==> src/rtl/mem_stage_sequencer_pkg.sv <==
// Shared types for the LC-3b MEM-stage data-cache sequencer: opcodes, FSM state,
// access kinds and the kind-decode helpers used by the datapath.
package mem_stage_sequencer_pkg;

   typedef enum logic [3:0] {
      op_br   = 4'b0000,
      op_add  = 4'b0001,
      op_ldb  = 4'b0010,
      op_stb  = 4'b0011,
      op_jsr  = 4'b0100,
      op_and  = 4'b0101,
      op_ldr  = 4'b0110,
      op_str  = 4'b0111,
      op_rti  = 4'b1000,
      op_not  = 4'b1001,
      op_ldi  = 4'b1010,
      op_sti  = 4'b1011,
      op_jmp  = 4'b1100,
      op_shf  = 4'b1101,
      op_lea  = 4'b1110,
      op_trap = 4'b1111
   } lc3b_opcode;

   typedef enum logic [1:0] {
      IDLE    = 2'd0,
      ACCESS1 = 2'd1,
      ACCESS2 = 2'd2
   } mem_seq_state_t;

   typedef enum logic [1:0] {
      MK_LOAD  = 2'd0,
      MK_STORE = 2'd1,
      MK_LDI   = 2'd2,
      MK_STI   = 2'd3
   } mem_kind_t;

   localparam logic [1:0] BE_WORD = 2'b11;

   // A write request wins over a simultaneous read request.
   function automatic mem_kind_t decode_kind(input logic is_write, input logic is_indirect);
      mem_kind_t kind;
      case ({is_write, is_indirect})
         2'b00:   kind = MK_LOAD;
         2'b01:   kind = MK_LDI;
         2'b10:   kind = MK_STORE;
         2'b11:   kind = MK_STI;
         default: kind = MK_LOAD;
      endcase
      return kind;
   endfunction

   function automatic logic kind_is_indirect(input mem_kind_t kind);
      return (kind == MK_LDI) || (kind == MK_STI);
   endfunction

endpackage

==> src/rtl/mem_stage_sequencer_if.sv <==
// Data-cache request/response port between the MEM-stage sequencer (master)
// and the data cache (slave).
interface mem_stage_sequencer_if #(
   parameter int DATA_WIDTH = 16
);
   logic                  dmem_read;
   logic                  dmem_write;
   logic [1:0]            dmem_byte_enable;
   logic [DATA_WIDTH-1:0] dmem_address;
   logic [DATA_WIDTH-1:0] dmem_wdata;
   logic [DATA_WIDTH-1:0] dmem_rdata;
   logic                  dmem_resp;

   modport master (
      output dmem_read, dmem_write, dmem_byte_enable, dmem_address, dmem_wdata,
      input  dmem_rdata, dmem_resp
   );

   modport slave (
      input  dmem_read, dmem_write, dmem_byte_enable, dmem_address, dmem_wdata,
      output dmem_rdata, dmem_resp
   );
endinterface

==> src/rtl/mem_stage_sequencer_chk.sv <==
// Protocol checks on the control-word fields presented to the MEM-stage sequencer.
module mem_stage_sequencer_chk
   import mem_stage_sequencer_pkg::*;
(
   input logic       clk,
   input logic       reset_n,
   input logic       valid_i,
   input logic       flush_i,
   input lc3b_opcode opcode_i,
   input logic       mem_read_i,
   input logic       mem_write_i,
   input logic       indirect_i
);
   a_rw_exclusive: assert property (@(posedge clk) disable iff (!reset_n)
      !(valid_i && !flush_i && mem_read_i && mem_write_i))
      else $error("mem_stage_sequencer: mem_read and mem_write both set, write wins");

   a_indirect_opcode: assert property (@(posedge clk) disable iff (!reset_n)
      (valid_i && !flush_i && indirect_i && (mem_read_i || mem_write_i))
         |-> ((opcode_i == op_ldi) || (opcode_i == op_sti)))
      else $error("mem_stage_sequencer: indirect access with non LDI/STI opcode");
endmodule

==> src/rtl/mem_stage_sequencer_watchdog.sv <==
// Response watchdog: counts cycles spent waiting on the cache and raises a
// sticky error once TIMEOUT_CYCLES is reached (0 disables the error).
module mem_seq_watchdog #(
   parameter int TIMEOUT_CYCLES = 0
) (
   input  logic clk,
   input  logic reset_n,
   input  logic active_i,
   input  logic clear_i,
   output logic timeout_err
);
   localparam int CNT_W = (TIMEOUT_CYCLES > 1) ? $clog2(TIMEOUT_CYCLES) : 1;
   localparam int LIMIT = (TIMEOUT_CYCLES > 0) ? (TIMEOUT_CYCLES - 1) : 0;
   localparam logic [CNT_W-1:0] LIMIT_C = CNT_W'(LIMIT);
   localparam logic ENABLE = (TIMEOUT_CYCLES > 0);

   logic [CNT_W-1:0] cnt_r;
   logic             err_r;
   logic             expire_s;

   // Expiry is the cycle in which the counter would step past its limit.
   always_comb begin
      expire_s = 1'b0;
      if (ENABLE && active_i && !clear_i && (cnt_r == LIMIT_C)) begin
         expire_s = 1'b1;
      end else begin
         expire_s = 1'b0;
      end
   end

   // Saturating wait counter plus sticky error flag.
   always_ff @(posedge clk or negedge reset_n) begin
      if (!reset_n) begin
         cnt_r <= {CNT_W{1'b0}};
         err_r <= 1'b0;
      end else begin
         if (clear_i || !active_i) begin
            cnt_r <= {CNT_W{1'b0}};
         end else if (cnt_r != LIMIT_C) begin
            cnt_r <= cnt_r + {{(CNT_W-1){1'b0}}, 1'b1};
         end
         if (expire_s) begin
            err_r <= 1'b1;
         end
      end
   end

   assign timeout_err = err_r;
endmodule

==> src/rtl/mem_stage_sequencer.sv <==
// LC-3b MEM-stage sequencer: turns control-word memory fields into data-cache
// transactions, including the two-access LDI/STI walk, and stalls until done.
module mem_stage_sequencer
   import mem_stage_sequencer_pkg::*;
#(
   parameter int DATA_WIDTH     = 16,
   parameter int TIMEOUT_CYCLES = 0
) (
   input  logic                  clk,
   input  logic                  reset_n,
   input  logic                  valid_i,
   input  logic                  flush_i,
   input  lc3b_opcode            opcode_i,
   input  logic                  mem_read_i,
   input  logic                  mem_write_i,
   input  logic                  indirect_i,
   input  logic [1:0]            byte_en_i,
   input  logic [DATA_WIDTH-1:0] addr_i,
   input  logic [DATA_WIDTH-1:0] wdata_i,
   mem_stage_sequencer_if.master dmem,
   output logic                  stall_o,
   output logic                  done_o,
   output logic [DATA_WIDTH-1:0] rdata_o,
   output logic                  timeout_err
);
   localparam logic [1:0] S_IDLE    = IDLE;
   localparam logic [1:0] S_ACCESS1 = ACCESS1;
   localparam logic [1:0] S_ACCESS2 = ACCESS2;
   localparam logic [DATA_WIDTH-1:0] ZERO_W = {DATA_WIDTH{1'b0}};

   logic [1:0]            state_r, next_state_s;
   mem_kind_t             kind_r, req_kind_s;
   logic [DATA_WIDTH-1:0] wdata_r, data_r;
   logic                  squash_r, squash_eff_s;
   logic                  req_s, resp_s, stall_s, done_s, load_done_s;

   logic                  dmem_read_r, dmem_write_r;
   logic [1:0]            dmem_be_r;
   logic [DATA_WIDTH-1:0] dmem_addr_r, dmem_wdata_r;
   logic                  nxt_read_s, nxt_write_s;
   logic [1:0]            nxt_be_s;
   logic [DATA_WIDTH-1:0] nxt_addr_s, nxt_wdata_s;

   assign req_s        = valid_i & ~flush_i & (mem_read_i | mem_write_i);
   assign req_kind_s   = decode_kind(mem_write_i, indirect_i);
   assign resp_s       = dmem.dmem_resp;
   assign squash_eff_s = squash_r | flush_i;

   // Next state, stall and completion decode; a squashed access never completes.
   always_comb begin
      next_state_s = state_r;
      stall_s      = 1'b0;
      done_s       = 1'b0;
      load_done_s  = 1'b0;
      case (state_r)
         S_IDLE: begin
            stall_s = req_s;
            if (req_s) begin
               next_state_s = S_ACCESS1;
            end else begin
               next_state_s = S_IDLE;
            end
         end
         S_ACCESS1: begin
            if (!resp_s) begin
               stall_s = 1'b1;
            end else if (kind_is_indirect(kind_r) && !squash_eff_s) begin
               stall_s      = 1'b1;
               next_state_s = S_ACCESS2;
            end else begin
               next_state_s = S_IDLE;
               done_s       = ~squash_eff_s;
               load_done_s  = ~squash_eff_s & (kind_r == MK_LOAD);
            end
         end
         S_ACCESS2: begin
            if (resp_s) begin
               next_state_s = S_IDLE;
               done_s       = ~squash_eff_s;
               load_done_s  = ~squash_eff_s & (kind_r == MK_LDI);
            end else begin
               stall_s = 1'b1;
            end
         end
         default: begin
            next_state_s = S_IDLE;
         end
      endcase
   end

   // Next cache-port values; the port only changes on state transitions.
   always_comb begin
      nxt_read_s  = 1'b0;
      nxt_write_s = 1'b0;
      nxt_be_s    = 2'b00;
      nxt_addr_s  = ZERO_W;
      nxt_wdata_s = ZERO_W;
      case (state_r)
         S_IDLE: begin
            if (req_s && (req_kind_s == MK_STORE)) begin
               nxt_write_s = 1'b1;
               nxt_be_s    = byte_en_i;
               nxt_addr_s  = addr_i;
               nxt_wdata_s = wdata_i;
            end else if (req_s) begin
               nxt_read_s = 1'b1;
               nxt_be_s   = BE_WORD;
               nxt_addr_s = addr_i;
            end else begin
               nxt_read_s = 1'b0;
            end
         end
         S_ACCESS1, S_ACCESS2: begin
            if (!resp_s) begin
               nxt_read_s  = dmem_read_r;
               nxt_write_s = dmem_write_r;
               nxt_be_s    = dmem_be_r;
               nxt_addr_s  = dmem_addr_r;
               nxt_wdata_s = dmem_wdata_r;
            end else if (next_state_s == S_ACCESS2) begin
               // The fetched pointer is word-aligned before the second access.
               nxt_read_s  = (kind_r == MK_LDI);
               nxt_write_s = (kind_r == MK_STI);
               nxt_be_s    = BE_WORD;
               nxt_addr_s  = {dmem.dmem_rdata[DATA_WIDTH-1:1], 1'b0};
               nxt_wdata_s = (kind_r == MK_STI) ? wdata_r : ZERO_W;
            end else begin
               nxt_read_s = 1'b0;
            end
         end
         default: begin
            nxt_read_s = 1'b0;
         end
      endcase
   end

   // FSM state, request latches, squash flag and load-data register.
   always_ff @(posedge clk or negedge reset_n) begin
      if (!reset_n) begin
         state_r  <= S_IDLE;
         kind_r   <= MK_LOAD;
         wdata_r  <= ZERO_W;
         squash_r <= 1'b0;
         data_r   <= ZERO_W;
      end else begin
         state_r  <= next_state_s;
         squash_r <= (state_r != S_IDLE) && (next_state_s != S_IDLE) && squash_eff_s;
         if ((state_r == S_IDLE) && req_s) begin
            kind_r  <= req_kind_s;
            wdata_r <= wdata_i;
         end
         if (load_done_s) begin
            data_r <= dmem.dmem_rdata;
         end
      end
   end

   // Registered cache port.
   always_ff @(posedge clk or negedge reset_n) begin
      if (!reset_n) begin
         dmem_read_r  <= 1'b0;
         dmem_write_r <= 1'b0;
         dmem_be_r    <= 2'b00;
         dmem_addr_r  <= ZERO_W;
         dmem_wdata_r <= ZERO_W;
      end else begin
         dmem_read_r  <= nxt_read_s;
         dmem_write_r <= nxt_write_s;
         dmem_be_r    <= nxt_be_s;
         dmem_addr_r  <= nxt_addr_s;
         dmem_wdata_r <= nxt_wdata_s;
      end
   end

   assign dmem.dmem_read        = dmem_read_r;
   assign dmem.dmem_write       = dmem_write_r;
   assign dmem.dmem_byte_enable = dmem_be_r;
   assign dmem.dmem_address     = dmem_addr_r;
   assign dmem.dmem_wdata       = dmem_wdata_r;

   assign stall_o = stall_s;
   assign done_o  = done_s;
   assign rdata_o = load_done_s ? dmem.dmem_rdata : data_r;

   mem_seq_watchdog #(
      .TIMEOUT_CYCLES (TIMEOUT_CYCLES)
   ) u_watchdog (
      .clk         (clk),
      .reset_n     (reset_n),
      .active_i    (state_r != S_IDLE),
      .clear_i     (resp_s | (next_state_s != state_r)),
      .timeout_err (timeout_err)
   );

   mem_stage_sequencer_chk u_chk (
      .clk         (clk),
      .reset_n     (reset_n),
      .valid_i     (valid_i),
      .flush_i     (flush_i),
      .opcode_i    (opcode_i),
      .mem_read_i  (mem_read_i),
      .mem_write_i (mem_write_i),
      .indirect_i  (indirect_i)
   );
endmodule

==> src/flat_wrapper.sv <==
// flat-port wrapper written by rule: the top's interface ports become plain ports
module mem_stage_sequencer_flat import mem_stage_sequencer_pkg::*;
#(
   parameter int DATA_WIDTH     = 16,
   parameter int TIMEOUT_CYCLES = 0
)
  (clk, reset_n, valid_i, flush_i, opcode_i, mem_read_i, mem_write_i, indirect_i, byte_en_i, addr_i, wdata_i, stall_o, done_o, rdata_o, timeout_err, dmem_dmem_read, dmem_dmem_write, dmem_dmem_byte_enable, dmem_dmem_address, dmem_dmem_wdata, dmem_dmem_rdata, dmem_dmem_resp);
  mem_stage_sequencer_if #(.DATA_WIDTH(DATA_WIDTH)) dmem_i ();
  input  logic clk;
  input  logic reset_n;
  input  logic valid_i;
  input  logic flush_i;
  input  lc3b_opcode opcode_i;
  input  logic mem_read_i;
  input  logic mem_write_i;
  input  logic indirect_i;
  input  logic [1:0] byte_en_i;
  input  logic [DATA_WIDTH-1:0] addr_i;
  input  logic [DATA_WIDTH-1:0] wdata_i;
  output logic stall_o;
  output logic done_o;
  output logic [DATA_WIDTH-1:0] rdata_o;
  output logic timeout_err;
  output wire logic [$bits(dmem_i.dmem_read)-1:0] dmem_dmem_read;
  output wire logic [$bits(dmem_i.dmem_write)-1:0] dmem_dmem_write;
  output wire logic [$bits(dmem_i.dmem_byte_enable)-1:0] dmem_dmem_byte_enable;
  output wire logic [$bits(dmem_i.dmem_address)-1:0] dmem_dmem_address;
  output wire logic [$bits(dmem_i.dmem_wdata)-1:0] dmem_dmem_wdata;
  input wire logic [$bits(dmem_i.dmem_rdata)-1:0] dmem_dmem_rdata;
  input wire logic [$bits(dmem_i.dmem_resp)-1:0] dmem_dmem_resp;
  assign dmem_dmem_read = dmem_i.dmem_read;
  assign dmem_dmem_write = dmem_i.dmem_write;
  assign dmem_dmem_byte_enable = dmem_i.dmem_byte_enable;
  assign dmem_dmem_address = dmem_i.dmem_address;
  assign dmem_dmem_wdata = dmem_i.dmem_wdata;
  assign dmem_i.dmem_rdata = dmem_dmem_rdata;
  assign dmem_i.dmem_resp = dmem_dmem_resp;
  mem_stage_sequencer #(.DATA_WIDTH(DATA_WIDTH), .TIMEOUT_CYCLES(TIMEOUT_CYCLES)) u_core (.clk(clk), .reset_n(reset_n), .valid_i(valid_i), .flush_i(flush_i), .opcode_i(opcode_i), .mem_read_i(mem_read_i), .mem_write_i(mem_write_i), .indirect_i(indirect_i), .byte_en_i(byte_en_i), .addr_i(addr_i), .wdata_i(wdata_i), .dmem(dmem_i), .stall_o(stall_o), .done_o(done_o), .rdata_o(rdata_o), .timeout_err(timeout_err));
endmodule
==> config.mk <==
export PLATFORM = sky130hd
export DESIGN_NAME = mem_stage_sequencer_flat
export DESIGN_NICKNAME = d
export VERILOG_FILES = /design/src/rtl/mem_stage_sequencer_pkg.sv /design/src/rtl/mem_stage_sequencer_if.sv /design/src/rtl/mem_stage_sequencer_chk.sv /design/src/rtl/mem_stage_sequencer_watchdog.sv /design/src/rtl/mem_stage_sequencer.sv /design/src/flat_wrapper.sv
export SDC_FILE = /design/constraint.sdc
export NUM_CORES = 1
export LEC_CHECK = 0
export BUFFER_PORTS_ARGS = -buffer_cell sky130_fd_sc_hd__buf_2
export CAP_MARGIN = 10
export CORE_MARGIN = 2
export CORE_UTILIZATION = 45
export DETAILED_ROUTE_END_ITERATION = 8
export PLACE_DENSITY = 0.74
export SKIP_CTS_REPAIR_TIMING = 1
export SLEW_MARGIN = 20
export SYNTH_ARGS = -nofsm -noshare
export SYNTH_HDL_FRONTEND = slang
export SYNTH_SLANG_ARGS = --single-unit
==> constraint.sdc <==
create_clock -name clk -period 2.7 [get_ports clk]
set_clock_uncertainty 0.15 [all_clocks]
set_input_delay 0.135 -clock clk [delete_from_list [all_inputs] [get_ports clk]]
set_output_delay 0.135 -clock clk [all_outputs]
set_load 0.01 [all_outputs]
==> After elaboration in Yosys (flattened, before gate mapping) <==
Index checks and enable logic that the tools add are counted.
{ "totals": {"input_bits": 62, "output_inout_bits": 55, "ff_bits": 73, "word_cells": 84} }
{ "classes": {"n_reduce_logical": 13, "n_bitwise": 8, "mux": 43, "n_eq_ne": 10} }
{ "op_table": {"columns": ["cell", "n"], "rows": [
  ["$mux 16", 9],
  ["$pmux 16 s2", 2],
  ["$mux 1", 17],
  ["$mux 2", 7],
  ["$eq 2x2->1 const B", 6],
  ["$pmux 1 s2", 4],
  ["$pmux 2 s4", 1],
  ["$eq 2x1->1 const B", 3],
  ["$logic_not 2->1", 3],
  ["$pmux 2 s3", 1],
  ["$logic_and 1x1->1", 5],
  ["$and 1x1->1", 4],
  ["$pmux 2 s2", 1],
  ["$reduce_bool 2->1", 2],
  ["$pmux 1 s3", 1],
  ["$ne 2x2->1 const B", 1],
  ["$not 1->1", 2],
  ["$or 1x1->1", 2],
  ["$reduce_or 2->1", 1],
  ["$logic_not 1->1", 1],
  ["$logic_or 1x1->1", 1]
]} }

==> Depth between registers and ports, before layout <==
Gate-level depths: netlist of run 1.
{ "logic_depth": {"ltp_word": 10, "ltp_mapped": 8} }

==> Hierarchy <==
A second synthesis of run 1 with hierarchy kept.
{ "unflattened": {"hier_cells": 292, "hier_area_um2": 3423.3} }
{ "modules_own_cells": {"columns": ["mod", "n_inst", "seq_area_each_um2", "area_each_um2", "cells_per_inst"], "rows": [
  ["mem_stage_sequencer", 1, 1826.8, 3412.0, 290],
  ["mem_seq_watchdog", 1, 0.0, 11.3, 2]
]} }

==> Least setup slack after synthesis of run 1 <==
OpenSTA, ideal clock, no wires.
{ "synth_path": {"path_kind": "reg-to-output", "from": "register u_core.state_r[1]", "to": "output rdata_o[10]", "setup_slack_ns": 0.661, "arrival_ns": 1.754, "t_required_ns": 2.415, "n_path_buf": 1, "path_stages_with_launch": 8, "cell_sequence": "dfrtp_1 > inv_1 > ha_1 > and2_1 > nand2_1 > nor3_4 > buf_12 > mux2_4"} }
{ "synth_between": {"elab_chain_len": 3, "elab_cells_between_ends": 4} }
{ "synth_rtl": {"columns": ["element", "line", "text"], "rows": [
  ["start, declared", "mem_stage_sequencer.sv:31", "logic [1:0] state_r, next_state_s;"],
  ["start signal, assigned", "mem_stage_sequencer.sv:146", "state_r <= next_state_s;"],
  ["$eq 2x2->1 or $eq 2x1->1 (tied branches)", "mem_stage_sequencer.sv:55", "case (state_r)"],
  ["$pmux 1 s2 *", "mem_stage_sequencer.sv:55", null],
  ["$mux 16 *", "mem_stage_sequencer.sv:183", "assign rdata_o = load_done_s ? dmem.dmem_rdata : data_r;"],
  ["end, declared", "flat_wrapper.sv:22", "output logic [DATA_WIDTH-1:0] rdata_o;"]
]} }
Mark *: on every way between the ends. The rest lies on a longest branch, timed or not.

==> Worst setup path after layout of run 1 <==
{ "layout_path": {"from": "register u_core.state_r[0]", "to": "output rdata_o[2]"} }
Same word-level chain as after synthesis.

==> results of run 1 <==
worst paths after layout:
check / from / end / slack (ns) / cells after the start
max: u_core.state_r[0] / rdata_o[2] / 0.13 / 8
min: flush_i / u_core.squash_r / 0.07 / 4
max reg2reg: u_core.state_r[1] / u_core.dmem.dmem_write / 0.26 / 6
min reg2reg: u_core.data_r[11] / u_core.data_r[11] / 0.34 / 1
max in group asynchronous: reset_n / u_core.dmem.dmem_wdata[13] / 1.79 / 3
min in group asynchronous: reset_n / u_core.dmem.dmem_address[12] / 0.25 / 3
cell usage after synthesis (2+ instances only):
cell type and number:
dfrtp_1 73, a22o_1 31, mux2_2 23, a21o_1 15, a31o_1 15, mux2_4 10
inv_1 7, nor2_1 5, a221o_1 4, ha_1 4, buf_2 3, buf_4 3
clkbuf_1 3, and2_1 2, buf_1 2, buf_6 2, nand2b_1 2, nor2_2 2
nor2b_1 2, o21a_1 2, o21ai_0 2
cells by family (layout without fill, tap and decap cells):
kind of cell             count (synthesis)  in the layout
AO/OA/AOI/OAI                           74             74
flip-flops                              73             73
multiplexers                            33             33
AND/OR/NAND/NOR                         23             23
buffers and inverters                   21            199
adder cells (fa/ha/maj)                  4              4
other                                    1              1
XOR/XNOR                                 1              1
worst register-to-register path: stages (launching register included):
cell and delay (ns):
dfrtp_1 0.40, buf_4 0.14, ha_1 0.27, inv_1 0.18, nand4_1 0.16, a21oi_4 0.79, a221o_1 0.29
registers in the layout, indices dropped and copies added (netlist names), 2 cells and up:
signal,count
u_core.dmem.dmem_address,16
u_core.wdata_r,16
u_core.kind_r,2
u_core.data_r,16
u_core.dmem.dmem_byte_enable,2
u_core.dmem.dmem_wdata,16
u_core.state_r,2
final cells by class:
| cell class | count | area (um2) |
|---|---|---|
| sequential | 73 | 1830 |
| timing repair buffer | 176 | 1190 |
| tap | 96 | 120 |
| fill | 523 | 2280 |
| clock inverter | 4 | 20.0 |
| inverter | 7 | 26.3 |
| multi-input combinational | 136 | 1310 |
| clock buffer | 12 | 135 |
power by group:
part / internal, W / total (W) / switching, W
sequential: 0.00128 / 0.00137 / 0.0000816
combinational: 0.000395 / 0.000736 / 0.000341
clock: 0.000328 / 0.000704 / 0.000376
cells in the final DEF, fill, tap and decap left out, types with 3 or more instances in the layout:
master / netlist / final
ha_1: 4 / 4
nor2_1: 5 / 5
buf_4: 3 / 9
clkbuf_1: 3 / 3
clkinv_2: 0 / 4
mux2_4: 10 / 10
inv_1: 7 / 7
dfrtp_1: 73 / 73
a21o_1: 15 / 15
a31o_1: 15 / 15
a22o_1: 31 / 31
buf_2: 3 / 111
mux2_2: 23 / 23
dlygate4sd3_1: 0 / 55
clkbuf_8: 0 / 9
a221o_1: 4 / 4
routing by layer:
| metal | part of all wire, % | vias to the layer above |
|---|---|---|
| li1 | - | 1211 |
| met1 | 42 | 1295 |
| met2 | 50 | 94 |
| met3 | 7.7 | 5 |
| met4 | 0.54 | 0 |
| met5 | 0 | - |
through the flow:
stage,area (um2),hold slack [ns]
2_1_floorplan,3250,-0.311
3_3_place_gp,3910,0.0557
3_5_place_dp,3910,0.0568
4_1_cts,4060,-0.305
5_1_grt,4630,0.0511
6_report,4630,0.0687
==> reports/metrics.yaml, run 1 <==
grt.overflow.total: 0
synthXorXnorAreaFrac_pct: 0.270
final_nets: 469
synth_top_family_by_area: "compound AO/OA/AOI/OAI gates"
finalSetupTns_ns: 0
top_usage_layer: "met2"
synth_mux_area_share_pct: 12.6
slowest_stage: "dfrtp_1"
finalCritPeriodShare_pct: 95.2
synth-adder-area-share_pct: 1.54
grtUsageMet2_pct: 32.5
status: "complete, no violations"
grt_max_degree: 39
cp-end-kind: "primary output"
min_period_ns: 2.57
port_buffers: 111
yosysTopAreaCell: "dfrtp_1"
cts-root-buf: "clkbuf_8"
place_hpwl_mm: 5.17
hold_path.class: "input pin to flop"
wl_per_cell_um: 16.7
dr.pass1.iters: 4
pre_cts_ws_ns: 0.322
cap_violations: 0
synth_cell_types: 39
finalMaxSlewViolations: 0
cp_top_family: "simple AND/OR/NAND/NOR gates"
setup_viol: 0
grt_antenna_before_repair: 0
path_max_fanout: 16
grt_pass1_wl_mm: 11.5
critical_path_class: "flop to primary output"
drtIter0Drc: 102
netlist_area_um2: 3250
initial_core_util_pct: 47.0
critPathRequiredTime_ns: 2.41
yosys.area_share.simple_pct: 6.01
synthArstFlopShare_pct: 100
peakVddDrop_uv: 343
ios: 117
fp.dieH_um: 89.0
syn_avg_cell_area_um2: 14.1
fin_total_pwr_w: 0.00281
synth-seq-cells: 73
cp-start-kind: "flop"
antennaDiodeCount: 0
globalplace.congestion: 0.761
rsz0062_at_grt: "no"
yosys_warnings: 0
max_slew_margin_pct: 33.0
crit_chain: "inv_1, ha_1, and2_1, nand2_1, nor3_4, buf_12, mux2_2, buf_2"
synth_area_leaders: "dfrtp_1 (56%), a22o_1 (8.4%), mux2_2 (8.0%), mux2_4 (4.6%), a31o_1 (4.0%)"
utilization_pct: 67.0
fmax_ghz: 0.389
cts_tree: "built"
synth_compound_area_share_pct: 19.4
setup_ws_ns: 0.130
grt_pass1_vias: 2353
dp.cells: 432
numClockSinks: 73
routed_wl_mm: 8.44
clkSlewWorstSetupHoldPaths_ns: 0.07
instances_no_fill: 504
synth-edff-count: 0
synth_cells: 230
yosys_most_used_dff: "dfrtp_1"
htreeDepth: 3
grt_usage_pct: 19.3
via_count: 2605
die_area_um2: 7910
via_per_inst: 5.17
numCtsBuffers: 9
cts_buffer_depth: 2
power_density_nw_per_um2: 606
drc_errors: 0
core_area_um2: 6910
ys_seq_area_share_pct: 56.2
use_met3_pct: 8.77
critPathArrivalTime_ns: 2.29
finalHoldViolCount: 0
layout-drive-gt1-share_pct: 43.4
crit_path_max_incr_delay_ns: 0.39
area_growth_pct: 42.6
synth_nets: 296
met1_usage_pct: 23.1
clk_latency_ns: 0.34
row_count: 30
cp_num_buf_inv: 3
worst_pin_slew_ns: 1.00
p_leak_nw: 2.45
dieWidth_um: 89.0
yosys.area.top_type_share_pct: 56.2
postRouteAntennaNets: 0
Note: power is estimated with default switching activity, not from simulation.
==> run 2: changes to the inputs <==
- ABC_AREA: default -> 1
- PLACE_DENSITY: 0.74 -> 0.72
==> run 2 against run 1 <==
Effect of this change:
- the flow now finishes with violations (hold timing)
- wire length grew 16%
- clock-buffer cell count decreased by 2
- critical path type unchanged
- final cell count is 45% higher
==> reports/metrics.yaml, run 2 <==
wl_per_cell_um: 13.3
fp.dieH_um: 94.2
r2r-start: "u_core.state_r[0]"
drtIter0Drc: 176
finalCritPeriodShare_pct: 94.5
yosysTopAreaCell: "dfrtp_1"
cap_violations: 0
whs_ns: -0.0415
via_count: 3532
row_count: 32
synth-edff-count: 0
critPathRequiredTime_ns: 2.41
synth.most_common_cell: "nand2_1"
critical_path_class: "flop to primary output"
ios: 117
initial_core_util_pct: 46.9
dieWidth_um: 94.2
die_area_um2: 8880
cts_buffer_depth: 2
grt_max_degree: 74
globalplace.congestion: 0.828
p_leak_nw: 2.80
finalHoldViolCount: 5
numClockSinks: 73
setup_viol: 0
grt_pass1_wl_mm: 14.4
grt_usage_pct: 20.8
fmax_ghz: 0.392
final_common_cell: "nand2_1"
hold_path.class: "input pin to flop"
synth_nets: 539
cts-root-buf: "clkbuf_8"
place_hpwl_mm: 6.19
drc_errors: 0
final_nets: 692
grt.overflow.total: 0
dr.pass1.iters: 4
layout-drive-gt1-share_pct: 27.0
synthArstFlopShare_pct: 100
area_growth_pct: 36.0
power_density_nw_per_um2: 642
routed_wl_mm: 9.75
grt_pass1_vias: 3064
rsz0062_at_grt: "no"
finalMaxSlewViolations: 0
peakVddDrop_uv: 270
synth_top_family_by_area: "simple AND/OR/NAND/NOR gates"
clkSlewWorstSetupHoldPaths_ns: 0.07
cts_tree: "built"
synth_cell_types: 28
holdPathStages: 5
yosys.area.top_type_share_pct: 49.9
ff2ff_path_depth: 8
min_period_ns: 2.55
htreeDepth: 3
postRouteAntennaNets: 0
yosys.area_share.simple_pct: 31.3
final_cell_mix: "nand2_1 (210), buf_2 (110), dfrtp_1 (73)"
worst_pin_slew_ns: 0.921
antennaDiodeCount: 0
synth_mux_area_share_pct: 0
netlist_area_um2: 3660
synth-seq-cells: 73
via_per_inst: 4.83
port_buffers: 111
cp-end-kind: "primary output"
ys_seq_area_share_pct: 49.9
synth_common_cells: "nand2_1 (210), dfrtp_1 (73), inv_1 (41), nor2_1 (22), o21ai_0 (18)"
clk_latency_ns: 0.33
critPathArrivalTime_ns: 2.27
synth_compound_area_share_pct: 8.50
synth_area_leaders: "dfrtp_1 (50%), nand2_1 (22%), inv_1 (4.2%), o21ai_2 (3.6%), nand4_1 (2.7%)"
grt_antenna_before_repair: 0
max_slew_margin_pct: 38.6
cp-start-kind: "flop"
syn_avg_cell_area_um2: 7.75
yosys_warnings: 0
synth-adder-area-share_pct: 1.37
path_max_fanout: 32
finalSetupTns_ns: 0
numCtsBuffers: 9
core_area_um2: 7810
worstHoldStart: "addr_i[5]"
fin_total_pwr_w: 0.00320
critPathLaunch: "u_core.state_r[0]"
num-fill-cells: 665
violations: "hold timing"
synthXorXnorAreaFrac_pct: 0
synth_cells: 473
status: "finished, violations left"
yosys_most_used_dff: "dfrtp_1"
==> run 2: per-stage QoR <==
step	cells	area (um2)	setup WS, ns	utilization, %
after floorplan	473	3660	0.732	-
after global placement	671	4300	0.560	55.1
after detailed placement	671	4300	0.471	55.1
after CTS	686	4520	0.121	57.9
after global routing	732	4980	0.0236	63.8
final	732	4980	0.149	63.8
==> run 2: final timing paths <==
check,end,slack (ns)
max reg2reg,u_core.dmem.dmem_address[1],0.48
max,rdata_o[15],0.15
max in group asynchronous,u_core.dmem.dmem_address[14],1.47
min,u_core.dmem.dmem_address[5],-0.04
min reg2reg,u_core.dmem.dmem_wdata[12],0.33
min in group asynchronous,u_core.data_r[3],0.32
==> run 2: area by class of cell <==
cell class / count / area, um2 / share of cell area [%]
inverters: 50 / 188 / 3.77
flip-flops and latches: 73 / 1830 / 36.7
clock inverters: 5 / 80.1 / 1.61
repair buffers: 166 / 1110 / 22.3
well taps: 102 / 128 / 2.56
multi-input cells: 326 / 1510 / 30.3
clock buffers: 10 / 138 / 2.76
==> run 2: cell families after synthesis <==
| family | count (synthesis) |
|---|---|
| compound gates | 44 |
| fa+ha+maj | 4 |
| buf+inv | 74 |
| flops | 73 |
| other cells | 1 |
| simple gates | 277 |
==> run 2: power breakdown <==
group          total [W]  internal [W]  switching [W]
sequential       0.00137       0.00130      0.0000703
clock           0.000932      0.000539       0.000393
combinational   0.000893      0.000359       0.000534
total            0.00320       0.00220       0.000997
==> run 2: critical path, stage by stage (launching register included) <==
cell	delay (ns)
dfrtp_1	0.40
inv_1	0.11
ha_1	0.28
nor2_1	0.07
nor2_1	0.11
nand3_2	0.11
a211oi_4	0.20
buf_12	0.24
nand2_1	0.08
o21ai_1	0.12
buf_2	0.18
==> run 2: routing by layer <==
metal	vias up	global-route usage (%)	part of all wire, %
li1	1765	-	-
met1	1644	28.1	45
met2	115	33.3	48
met3	8	4.09	6.2
met4	0	7.73	0.84
met5	-	0	0
==> run 3: changes to the inputs <==
- GPL_ROUTABILITY_DRIVEN: default -> 0
- RECOVER_POWER: default -> 25
==> run 3 against run 2 <==
Effect of this change:
- the flow finishes with violations (hold timing, capacitance limit, slew limit)
- die area stayed put
- hold slack is essentially flat
- combinational power fell by 0.8%
- register-to-register slack got worse by 0.02 ns
- critical path type unchanged
==> reports/metrics.yaml, run 3 (synthesized netlist as in run 2, its figures left out) <==
status: "finished, violations left"
violations: "hold timing, capacitance limit, slew limit"
crit_chain: "inv_1, ha_1, nor2_1, nor2_1, nand3_2, a211oi_4, buf_12, nand2_1, o21ai_1, buf_2"
cpMostUsedCell: "nor2_1"
pre_cts_ws_ns: 0.471
dr.pass1.iters: 4
cts_buffer_depth: 2
cp_top_family: "buffers and inverters"
ios: 117
grt_antenna_before_repair: 0
p_leak_nw: 2.65
area_growth_pct: 34.7
cp-end-kind: "primary output"
cts-root-buf: "clkbuf_8"
row_count: 32
holdPathStages: 5
grt_max_degree: 74
crit_path_max_incr_delay_ns: 0.40
peakVddDrop_uv: 269
routed_wl_mm: 9.77
drc_errors: 0
finalCritPeriodShare_pct: 94.5
finalMaxSlewViolations: 74
via_per_inst: 4.86
antennaDiodeCount: 0
grt_usage_pct: 20.8
worst_pin_slew_ns: 1.80
wl_per_cell_um: 13.4
grt.overflow.total: 0
power_density_nw_per_um2: 647
path_max_fanout: 32
slowest_stage: "dfrtp_1"
fmax_ghz: 0.392
cap_violations: 1
initial_core_util_pct: 46.9
grt_pass1_wl_mm: 14.4
critPathArrivalTime_ns: 2.27
port_buffers: 111
instances_no_fill: 732
finalSetupTns_ns: 0
critPathLaunch: "u_core.state_r[0]"
via_count: 3555
cts_tree: "built"
numCtsBuffers: 9
grt_pass1_vias: 3064
r2r_slack_ns: 0.46
min_period_ns: 2.55
place_hpwl_mm: 6.19
finalHoldViolCount: 5
critPathRequiredTime_ns: 2.41
dieWidth_um: 94.2
max_slew_margin_pct: -19.9
multi_input_area_um2: 1510
critical_path_class: "flop to primary output"
die_area_um2: 8880
core_area_um2: 7810
hold_path.class: "input pin to flop"
layout-drive-gt1-share_pct: 21.3
dp.cells: 671
setup_ws_ns: 0.147
reg2reg_to: "u_core.dmem.dmem_address[1]"
whs_ns: -0.0418
clk_latency_ns: 0.33
cp_num_buf_inv: 3
postRouteAntennaNets: 0
cp-start-kind: "flop"
ff_latch_area_um2: 1830
r2r-start: "u_core.state_r[0]"
num-fill-cells: 684
final_cell_mix: "nand2_1 (210), buf_2 (74), dfrtp_1 (73)"
ff2ff_path_depth: 8
rsz0062_at_grt: "no"
fp.dieH_um: 94.2
fin_total_pwr_w: 0.00319
crit_end: "rdata_o[15]"
numClockSinks: 73
clkSlewWorstSetupHoldPaths_ns: 0.08
worst-path-stages: 10
final_common_cell: "nand2_1"
final_nets: 692
setup_viol: 0
drtIter0Drc: 178
htreeDepth: 3
## run 3: tightest hold or removal path, stage by stage
cell and delay (ns):
buf_2 0.07, nand2_1 0.04, nand2_1 0.07, nand2_1 0.05, nand2_1 0.05
## run 3: worst min-delay path by stage
| stage | start | end | slack [ns] |
|---|---|---|---|
| finish | addr_i[7] | u_core.dmem.dmem_address[7] | -0.04 |
| global route | addr_i[5] | u_core.dmem.dmem_address[5] | 0.005 |
| CTS | reset_n | u_core.kind_r[1] | -0.18 |
| detailed placement | reset_n | u_core.data_r[3] | 0.18 |
| global placement | reset_n | u_core.data_r[3] | 0.18 |
| floorplan | reset_n | u_core.data_r[0] | -0.31 |
## run 3: power breakdown
group / switching [W] / internal [W]
sequential: 0.0000714 / 0.00130
combinational: 0.000534 / 0.000352
clock: 0.000394 / 0.000539
## run 3: final cells by class
class | count | area share [%]
inverter | 50 | 3.80
tap | 102 | 2.59
sequential | 73 | 37.0
timing repair buffer | 166 | 21.6
clock buffer | 10 | 2.79
clock inverter | 5 | 1.62
multi-input combinational | 326 | 30.6
## run 3: per-stage QoR
step / instance area (um2) / utilization, % / hold WS [ns]
2_1_floorplan: 3660 / - / -0.311
3_3_place_gp: 4300 / 55.1 / 0.181
3_5_place_dp: 4300 / 55.1 / 0.182
4_1_cts: 4520 / 57.9 / -0.185
5_1_grt: 4930 / 63.2 / 0.00469
6_report: 4930 / 63.2 / -0.0418
## run 3: metal layers
layer,global-route usage [%],share of wire (%),vias to the layer above
li1,-,-,1764
met3,4.09,7.0,9
met2,33.3,47,126
met5,0,0,-
met1,28.1,45,1656
met4,7.73,0.84,0
